## config.mk

```make
export PLATFORM = sky130hd
export DESIGN_NAME = breakout_status_serializer_flat
export DESIGN_NICKNAME = d
export VERILOG_FILES = /design/src/rtl/breakout_status_serializer_pkg.sv /design/src/rtl/breakout_status_serializer_if.sv /design/src/rtl/breakout_status_serializer_sym_timer.sv /design/src/rtl/breakout_status_serializer.sv /design/src/flat_wrapper.sv
export SDC_FILE = /design/constraint.sdc
export NUM_CORES = 1
export LEC_CHECK = 0
export BUFFER_PORTS_ARGS = -buffer_cell sky130_fd_sc_hd__buf_2
export CORE_AREA = 2 2 77 79
export CTS_CLUSTER_SIZE = 14
export DETAILED_ROUTE_END_ITERATION = 12
export DIE_AREA = 0 0 79 81
export GPL_TIMING_DRIVEN = 0
export PLACE_DENSITY = 0.74
export SYNTH_ARGS = -nofsm -noshare
export SYNTH_HDL_FRONTEND = slang
export SYNTH_SLANG_ARGS = --single-unit
```

## constraint.sdc

```tcl
create_clock -name i_clk -period 3.3 [get_ports i_clk]
set_input_delay 0.33 -clock i_clk [delete_from_list [all_inputs] [get_ports i_clk]]
set_output_delay 0.33 -clock i_clk [all_outputs]
set_load 0.02 [all_outputs]
```

## src/rtl/breakout_status_serializer_pkg.sv

```systemverilog
// Shared types and CRC helper for the breakout status serializer.
// CRC-8 (poly 0x07, init 0x00), evaluated MSB first over the low nbits of data.
package breakout_pkg;

  typedef enum logic [1:0] {
    ST_SYNC    = 2'd0,
    ST_PAYLOAD = 2'd1,
    ST_CRC     = 2'd2,
    ST_GAP     = 2'd3
  } bss_state_e;

  localparam logic [7:0] CRC8_POLY    = 8'h07;
  localparam int         CRC_MAX_BITS = 256;

  function automatic logic [7:0] crc8_calc(input logic [CRC_MAX_BITS-1:0] data,
                                           input int nbits);
    logic [7:0] crc;
    logic       fb;
    crc = 8'h00;
    for (int i = CRC_MAX_BITS - 1; i >= 0; i--) begin
      if (i < nbits) begin
        fb  = crc[7] ^ data[i];
        crc = {crc[6:0], 1'b0} ^ (fb ? CRC8_POLY : 8'h00);
      end
    end
    return crc;
  endfunction

endpackage

```

## src/rtl/breakout_status_serializer_if.sv

```systemverilog
// Front-panel inputs and serial host link of the breakout status serializer.
// The slave side belongs to the serializer, the master side to whoever drives the panel.
interface breakout_status_serializer_if #(
  parameter int NUM_PORT   = 8,
  parameter int NUM_BUTTON = 8,
  parameter int NUM_LINK   = 4,
  parameter int NUM_LANES  = 2
);
  logic [NUM_PORT-1:0]   i_port;
  logic [NUM_BUTTON-1:0] i_button;
  logic [NUM_LINK-1:0]   i_link_pow;
  logic                  o_clk_s;
  logic [NUM_LANES-1:0]  o_d_s;
  logic                  o_frame_done;

  modport master (
    output i_port, i_button, i_link_pow,
    input  o_clk_s, o_d_s, o_frame_done
  );

  modport slave (
    input  i_port, i_button, i_link_pow,
    output o_clk_s, o_d_s, o_frame_done
  );
endinterface

```

## src/rtl/breakout_status_serializer_sym_timer.sv

```systemverilog
// Serial clock divider: o_clk_s low for CLK_DIV cycles then high for CLK_DIV cycles,
// a strobe on each fall point and a per-state symbol counter that wraps on sym_len_m1.
module bss_sym_timer #(
  parameter int CLK_DIV = 4,
  parameter int CNT_W   = 4
) (
  input  logic             i_clk,
  input  logic             i_reset_n,
  input  logic [CNT_W-1:0] sym_len_m1,
  output logic             clk_s,
  output logic             sym_stb,
  output logic [CNT_W-1:0] sym_cnt,
  output logic             sym_last
);
  localparam int               DIV_W    = $clog2(2 * CLK_DIV);
  localparam logic [DIV_W-1:0] DIV_LAST = DIV_W'(2 * CLK_DIV - 1);
  localparam logic [DIV_W-1:0] DIV_HALF = DIV_W'(CLK_DIV);

  logic [DIV_W-1:0] div_cnt;

  // div_cnt==0 marks the edge where a new symbol is launched and o_clk_s falls
  assign sym_stb  = (div_cnt == '0);
  assign sym_last = (sym_cnt == sym_len_m1);

  always_ff @(posedge i_clk or negedge i_reset_n) begin
    if (!i_reset_n) begin
      div_cnt <= '0;
      clk_s   <= 1'b0;
      sym_cnt <= '0;
    end else begin
      div_cnt <= (div_cnt == DIV_LAST) ? '0 : div_cnt + 1'b1;
      clk_s   <= (div_cnt >= DIV_HALF);
      if (sym_stb) begin
        sym_cnt <= sym_last ? '0 : sym_cnt + 1'b1;
      end
    end
  end
endmodule

```

## src/rtl/breakout_status_serializer.sv

```systemverilog
// Snapshots synchronised port/button/link-power inputs and streams framed words
// over a forwarded serial clock and NUM_LANES lanes. Define BSS_CRC8_EN to append a CRC-8.
//
// state      | meaning
// ST_SYNC    | HDR_LEN symbols of SYNC_WORD on every lane; snapshot taken on the first
// ST_PAYLOAD | padded snapshot word, MSB on lane 0 of the first symbol
// ST_CRC     | CRC-8 of the padded word (BSS_CRC8_EN builds only)
// ST_GAP     | GAP_LEN zero symbols; frame_done on the last one
module breakout_status_serializer
  import breakout_pkg::*;
#(
  parameter int                  NUM_PORT   = 8,
  parameter int                  NUM_BUTTON = 8,
  parameter int                  NUM_LINK   = 4,
  parameter int                  NUM_LANES  = 2,
  parameter int                  CLK_DIV    = 4,
  parameter int                  HDR_LEN    = 4,
  parameter logic [HDR_LEN-1:0]  SYNC_WORD  = 4'b1110,
  parameter int                  GAP_LEN    = 2
) (
  input  logic                          i_clk,
  input  logic                          i_reset_n,
  breakout_status_serializer_if.slave   bus
);
  localparam int W       = NUM_LINK + NUM_BUTTON + NUM_PORT;
  localparam int PAY_SYM = (W + NUM_LANES - 1) / NUM_LANES;
  localparam int WP      = PAY_SYM * NUM_LANES;
  localparam int PAD     = WP - W;
`ifdef BSS_CRC8_EN
  localparam int CRC_SYM = 8 / NUM_LANES;
`else
  localparam int CRC_SYM = 0;
`endif
  localparam int M1      = (HDR_LEN > PAY_SYM) ? HDR_LEN : PAY_SYM;
  localparam int M2      = (CRC_SYM > GAP_LEN) ? CRC_SYM : GAP_LEN;
  localparam int MAX_LEN = (M1 > M2) ? M1 : M2;
  localparam int CNT_W   = $clog2(MAX_LEN + 1);

  localparam bss_state_e AFTER_DATA = (GAP_LEN > 0) ? ST_GAP : ST_SYNC;
`ifdef BSS_CRC8_EN
  localparam bss_state_e AFTER_PAY  = ST_CRC;
`else
  localparam bss_state_e AFTER_PAY  = AFTER_DATA;
`endif

  logic [W-1:0]         sync1, sync2;
  logic [WP-1:0]        snap;
  bss_state_e           state, state_nxt;
  logic [NUM_LANES-1:0] d_q, d_nxt;
  logic                 done_q, done_nxt;
  logic                 snap_load;
  logic [CNT_W-1:0]     len_m1;
  logic                 clk_s, sym_stb, sym_last;
  logic [CNT_W-1:0]     sym_cnt;

  logic [HDR_LEN-1:0]   hdr_sh;
  logic [WP-1:0]        pay_sh;
  logic [NUM_LANES-1:0] pay_lanes;
`ifdef BSS_CRC8_EN
  logic [7:0]           crc_val, crc_sh;
  logic [NUM_LANES-1:0] crc_lanes;
`endif

  bss_sym_timer #(.CLK_DIV(CLK_DIV), .CNT_W(CNT_W)) u_timer (
    .i_clk      (i_clk),
    .i_reset_n  (i_reset_n),
    .sym_len_m1 (len_m1),
    .clk_s      (clk_s),
    .sym_stb    (sym_stb),
    .sym_cnt    (sym_cnt),
    .sym_last   (sym_last)
  );

  assign bus.o_clk_s      = clk_s;
  assign bus.o_d_s        = d_q;
  assign bus.o_frame_done = done_q;

  always_ff @(posedge i_clk or negedge i_reset_n) begin
    if (!i_reset_n) begin
      sync1  <= '0;
      sync2  <= '0;
      snap   <= '0;
      state  <= ST_SYNC;
      d_q    <= '0;
      done_q <= 1'b0;
    end else begin
      sync1  <= {bus.i_link_pow, bus.i_button, bus.i_port};
      sync2  <= sync1;
      if (snap_load) begin
        snap <= WP'(sync2) << PAD;
      end
      state  <= state_nxt;
      d_q    <= d_nxt;
      done_q <= done_nxt;
    end
  end

  // Lane mux: symbol k, lane j carries padded bit WP-1-(k*NUM_LANES+j)
  always_comb begin
    hdr_sh    = SYNC_WORD << sym_cnt;
    pay_sh    = snap << (NUM_LANES * int'(sym_cnt));
    pay_lanes = '0;
    for (int j = 0; j < NUM_LANES; j++) begin
      pay_lanes[j] = pay_sh[WP-1-j];
    end
`ifdef BSS_CRC8_EN
    crc_val   = crc8_calc(CRC_MAX_BITS'(snap), WP);
    crc_sh    = crc_val << (NUM_LANES * int'(sym_cnt));
    crc_lanes = '0;
    for (int j = 0; j < NUM_LANES; j++) begin
      crc_lanes[j] = crc_sh[7-j];
    end
`endif
  end

  always_comb begin
    state_nxt = state;
    d_nxt     = d_q;
    done_nxt  = 1'b0;
    snap_load = 1'b0;
    case (state)
      ST_SYNC:    len_m1 = CNT_W'(HDR_LEN - 1);
      ST_PAYLOAD: len_m1 = CNT_W'(PAY_SYM - 1);
`ifdef BSS_CRC8_EN
      ST_CRC:     len_m1 = CNT_W'(CRC_SYM - 1);
`endif
      default:    len_m1 = CNT_W'(GAP_LEN - 1);
    endcase
    if (sym_stb) begin
      case (state)
        ST_SYNC: begin
          d_nxt     = {NUM_LANES{hdr_sh[HDR_LEN-1]}};
          snap_load = (sym_cnt == '0);
          if (sym_last) state_nxt = ST_PAYLOAD;
        end
        ST_PAYLOAD: begin
          d_nxt = pay_lanes;
          if (sym_last) begin
            state_nxt = AFTER_PAY;
            done_nxt  = (AFTER_PAY == ST_SYNC);
          end
        end
`ifdef BSS_CRC8_EN
        ST_CRC: begin
          d_nxt = crc_lanes;
          if (sym_last) begin
            state_nxt = AFTER_DATA;
            done_nxt  = (AFTER_DATA == ST_SYNC);
          end
        end
`endif
        ST_GAP: begin
          d_nxt = '0;
          if (sym_last) begin
            state_nxt = ST_SYNC;
            done_nxt  = 1'b1;
          end
        end
        default: begin
          d_nxt     = '0;
          state_nxt = ST_SYNC;
        end
      endcase
    end
  end
endmodule
```

## src/flat_wrapper.sv

```systemverilog
// flat-port wrapper written by rule: the top's interface ports become plain ports
module breakout_status_serializer_flat import breakout_pkg::*;
#(
  parameter int                  NUM_PORT   = 8,
  parameter int                  NUM_BUTTON = 8,
  parameter int                  NUM_LINK   = 4,
  parameter int                  NUM_LANES  = 2,
  parameter int                  CLK_DIV    = 4,
  parameter int                  HDR_LEN    = 4,
  parameter logic [HDR_LEN-1:0]  SYNC_WORD  = 4'b1110,
  parameter int                  GAP_LEN    = 2
)
  (i_clk, i_reset_n, bus_i_port, bus_i_button, bus_i_link_pow, bus_o_clk_s, bus_o_d_s, bus_o_frame_done);
  breakout_status_serializer_if #(.NUM_PORT(NUM_PORT), .NUM_BUTTON(NUM_BUTTON), .NUM_LINK(NUM_LINK), .NUM_LANES(NUM_LANES)) bus_i ();
  input  logic i_clk;
  input  logic i_reset_n;
  input wire logic [$bits(bus_i.i_port)-1:0] bus_i_port;
  input wire logic [$bits(bus_i.i_button)-1:0] bus_i_button;
  input wire logic [$bits(bus_i.i_link_pow)-1:0] bus_i_link_pow;
  output wire logic [$bits(bus_i.o_clk_s)-1:0] bus_o_clk_s;
  output wire logic [$bits(bus_i.o_d_s)-1:0] bus_o_d_s;
  output wire logic [$bits(bus_i.o_frame_done)-1:0] bus_o_frame_done;
  assign bus_i.i_port = bus_i_port;
  assign bus_i.i_button = bus_i_button;
  assign bus_i.i_link_pow = bus_i_link_pow;
  assign bus_o_clk_s = bus_i.o_clk_s;
  assign bus_o_d_s = bus_i.o_d_s;
  assign bus_o_frame_done = bus_i.o_frame_done;
  breakout_status_serializer #(.NUM_PORT(NUM_PORT), .NUM_BUTTON(NUM_BUTTON), .NUM_LINK(NUM_LINK), .NUM_LANES(NUM_LANES), .CLK_DIV(CLK_DIV), .HDR_LEN(HDR_LEN), .SYNC_WORD(SYNC_WORD), .GAP_LEN(GAP_LEN)) u_core (.i_clk(i_clk), .i_reset_n(i_reset_n), .bus(bus_i));
endmodule
```

Word-level counts from Yosys, hierarchy flattened --
Cells that the tools add are included.
Storage, ports and cells: bits in registers 73, input bits 22, logic and storage cells 38
Operators by class: add/sub/neg operators 2, order comparisons 1, equal/unequal tests 7, shifts and indexed selects 2, muxes and demuxes 13, reductions and logical operators 4
Operators with widths (count):
- 20-bit by 5-bit left shift with 20-bit output | 1
- 4-bit one-hot mux with 2 select lines | 1
- 2-bit 2-to-1 mux | 3
- 2-bit inequality test, second input constant | 3
- 2-bit one-hot mux with 3 select lines | 1
- 1-bit 2-to-1 mux | 5
- 4-bit by 1-bit adder with 4-bit output, second input constant | 1
- 4-bit == test | 1
- 4-bit logical NOT | 1
- 4-bit 2-to-1 mux | 1
- 2-bit one-hot mux with 2 select lines | 1
- 4-bit AND reduction | 1
- 4-bit by 4-bit left shift with 4-bit output, first input constant | 1
- 3-bit by 1-bit adder with 3-bit output, second input constant | 1
- 3-bit == test, second input constant | 1
- 3-bit greater-or-equal comparator, second input constant | 1
- 3-bit logical NOT | 1
- 3-bit 2-to-1 mux | 1
- 2-bit by 1-bit == test with 1-bit output, second input constant | 1
- 2-bit == test, second input constant | 1
- 2-bit logical NOT | 1

Logic depth before layout (Yosys ltp) --
depth after elaboration 6, gate-level depth with buffers 7

Hierarchy --
From an unflattened synthesis, not the netlist that was laid out.
Second synthesis, totals: cells, all modules 172, area, all modules 2602.5 sq um
By module, submodules not included:
- breakout_status_serializer | times used 1, cells an instance 133, area each 2178.3 sq um, seq. area each 1626.6 sq um
- bss_sym_timer | times used 1, cells an instance 39, area each 424.2 sq um, seq. area each 200.2 sq um

Worst setup path before layout --
Ideal clock, no wire load.
path kind reg-to-reg, start point reg u_core.u_timer.sym_cnt[0], end point reg u_core.snap[0], setup time 0.125 ns, arrival time 1.531 ns, setup slack 1.644 ns, stages on the path, launching flop included 8, path buffers 3, cells stage by stage dfrtp_1 -> buf_2 -> buf_4 -> inv_1 -> ha_1 -> and3_4 -> buf_12 -> mux2_4
Between the ends: longest elaborated chain between the ends 3
RTL lines:
- from (decl) | RTL line breakout_status_serializer_sym_timer.sv:12 | output logic [CNT_W-1:0] sym_cnt,
- from (signal assigned) | RTL line breakout_status_serializer_sym_timer.sv:34 | sym_cnt <= sym_last ? '0 : sym_cnt + 1'b1;
- 4-bit logical NOT | RTL line breakout_status_serializer.sv:133 | snap_load = (sym_cnt == '0);
- 1-bit 2-to-1 mux | RTL line breakout_status_serializer.sv:130 | case (state)
- 1-bit 2-to-1 mux | RTL line breakout_status_serializer.sv:129 | if (sym_stb) begin
- to (signal assigned) | RTL line breakout_status_serializer.sv:90 | snap <= WP'(sync2) << PAD;
- to (decl) | RTL line breakout_status_serializer.sv:47 | logic [WP-1:0] snap;
Every way passes these cells. A chain may end at the register's enable or synchronous reset.

Worst setup path in the final report --
start point reg u_core.u_timer.sym_cnt[1], end point reg u_core.snap[11]
The elaborated chain is that of the path after synthesis.

==> reports/metrics.yaml <==
status: "finished clean"
cts_tree: "built"
ir_drop_mv: 0.351
postLayoutCellArea_um2: 3140
timing.rr.start: "u_core.u_timer.sym_cnt[1]"
cts_buffers: 9
placed_cells: 275
ant_nets: 0
viasPerCell: 4.73
hp-class: "primary input to register"
met1_usage_pct: 17.5
cts_root_buf: "clkbuf_8"
synth.avg_cell_area_um2: 15.6
start_kind: "register"
hold_end: "u_core.sync1[13]"
ff2ff_setup_slack_ns: 1.44
fin_cells: 290
timing.final.crit_share_pct: 56.5
rr_worst_depth: 6
finClkSkew_ns: 0.00467
maxCapViolCount: 0
start_util_pct: 48.0
cts.sinks: 73
clkTransAtPathRegs_ns: 0.07
rsz0062_at_grt: "no"
synth-seq-cells: 73
arrival_ns: 2.08
first_iter_violations: 45
power.leakage_nw: 1.57
fin_nets: 238
path_class: "register to register"
cts_buffer_depth: 2
syn2layout_area_growth_pct: 15.3
synthesis.area_um2: 2720
powerDensity_nw_per_um2: 522
hold_depth: 1
grt_pass1_wl_um: 6330
ios: 26
grt.total_usage_pct: 13.3
dpl_cell_area_um2: 2950
synth_edf_count: 0
synth_cell_types: 34
die-width_um: 79
portBuffers: 25
worstMarginPinSlew_ns: 0.879
place_hpwl_um: 2440
fmaxAchievable_mhz: 537
grt_max_degree: 74
ys_seq_area_share_pct: 67.1
clkLatencyLatePin_ns: 0.34
die_area_um2: 6400
cts_resized: 0
dr.pass1.iters: 4
synth_ff_type: "dfrtp_1"
grt_pass1_vias: 1370
syn_inst: 175
use_met2_pct: 19.4
path_max_fanout: 10
die_y_um: 81
fin_hold_ws_ns: 0.0933
antenna_found_initial: 0
row_count: 28
overflow: 0
period_minus_slack_ns: 1.86
met3_usage_pct: 4.78
tns_ns: 0
drive_gt1_share_pct: 31.6
min_from: "bus_i_button[5]"
n_antenna_cell: 0
post-route-drc-count: 0
synth_warnings: 0
r2r-end: "u_core.snap[11]"
vias: 1371
hold_viol: 0
busiest_layer: "met2"
hold_buffers: 0
cp-end-kind: "register"
maxSlewViolCount: 0
core_um2: 5680
wl_um: 3810
gp_congestion: 0.779
wl_per_cell_um: 13.1
crit_required_ns: 3.52
synthArstFlopShare_pct: 100
slew_headroom_pct: 41.4
setup_viol: 0
post_cts_buffers: 0
fillerInstances: 494
cts_htree_levels: 3
syn_nets: 202
[per-stage QoR]
| stage | total power [W] | util (%) | setup WS [ns] |
|---|---|---|---|
| after floorplan | 0.000941 | - | 1.64 |
| after global placement | 0.000969 | 51.9 | 1.49 |
| after detailed placement | 0.000972 | 51.9 | 1.46 |
| after CTS | 0.00166 | 55.4 | 1.45 |
| after global routing | 0.00171 | 55.4 | 1.32 |
| final | 0.00164 | 55.4 | 1.44 |
[placed cells by master, fill, tap and decap left out, types with 3 or more instances in the layout]
master,count
o21a_1,3
ha_1,5
clkbuf_1,4
o22ai_1,3
dfrtp_1,73
a21oi_1,3
nand2_1,7
nor2_1,10
buf_2,27
inv_1,6
clkbuf_8,11
mux2_4,20
mux2i_1,10
[cells by family after synthesis]
| group | synth area share, % |
|---|---|
| DFF | 67.1 |
| buffers and inverters | 3.81 |
| muxes | 14.7 |
| AOI/OAI and AO/OA | 4.00 |
| and+or+nand+nor | 7.17 |
| adders and majority gates | 2.30 |
| xor gates and xnor gates | 0.965 |
[state kept, by name, indices dropped and copies added, names as in the netlist]
signal,flops
u_core.snap,20
u_core.sync1,20
u_core.sync2,20
u_core.u_timer.sym_cnt,4
u_core.u_timer.div_cnt,3
u_core.bus.o_d_s,2
u_core.state,2
u_core.bus.o_frame_done,1
u_core.u_timer.clk_s,1
[layer usage]
metal / vias to the layer above / share of wire, %
met4: 0 / 1.7
met5: - / 0
met2: 26 / 46
met3: 6 / 4.5
met1: 676 / 48
li1: 663 / -
[where the power goes]
group          total [W]  switching, W  internal (W)  leakage, nW
Clock           0.000686      0.000299      0.000387       0.0957
Combinational  0.0000277     0.0000184    0.00000930        0.570
Sequential      0.000925    0.00000605      0.000919        0.908
Total            0.00164      0.000324       0.00132         1.57
[worst max-delay path by stage]
| stage | start | to | slack, ns | cells past startpoint |
|---|---|---|---|---|
| 2_1_floorplan | u_core.u_timer.sym_cnt[0] | u_core.snap[0] | 1.64 | 7 |
| 3_3_place_gp | u_core.u_timer.sym_cnt[1] | u_core.snap[11] | 1.49 | 6 |
| 3_5_place_dp | u_core.u_timer.sym_cnt[1] | u_core.snap[11] | 1.46 | 6 |
| 4_1_cts | u_core.u_timer.sym_cnt[1] | u_core.snap[11] | 1.45 | 6 |
| 5_1_grt | u_core.u_timer.sym_cnt[1] | u_core.snap[18] | 1.32 | 6 |
| 6_report | u_core.u_timer.sym_cnt[1] | u_core.snap[11] | 1.44 | 6 |
[cell type report]
class	count	area [um^2]	area share, %
clock buffer	13	159	5.06
timing repair buffer	25	128	4.06
multi-input combinational	87	793	25.2
tap	75	93.8	2.99
sequential	73	1830	58.1
buffer	9	81.3	2.59
clock inverter	2	37.5	1.19
inverter	6	22.5	0.717
[synthesized netlist by cell type, types with 3 or more instances]
| cell type | n | area (um^2) |
|---|---|---|
| mux2_4 | 20 | 300 |
| nor2_1 | 10 | 37.5 |
| ha_1 | 5 | 62.6 |
| a21oi_1 | 3 | 15.0 |
| nand2_1 | 7 | 26.3 |
| mux2i_1 | 10 | 100 |
| buf_2 | 3 | 15.0 |
| o22ai_1 | 3 | 18.8 |
| dfrtp_1 | 73 | 1830 |
| o21a_1 | 3 | 22.5 |
| inv_1 | 6 | 22.5 |
[worst max-delay path, stage by stage, from the launching register on]
cell and delay (ns):
dfrtp_1 0.46, clkbuf_1 0.37, inv_1 0.11, ha_1 0.20, and3_4 0.17, buf_12 0.15
mux2_4 0.30
Note: power is estimated with default switching activity, not from simulation.
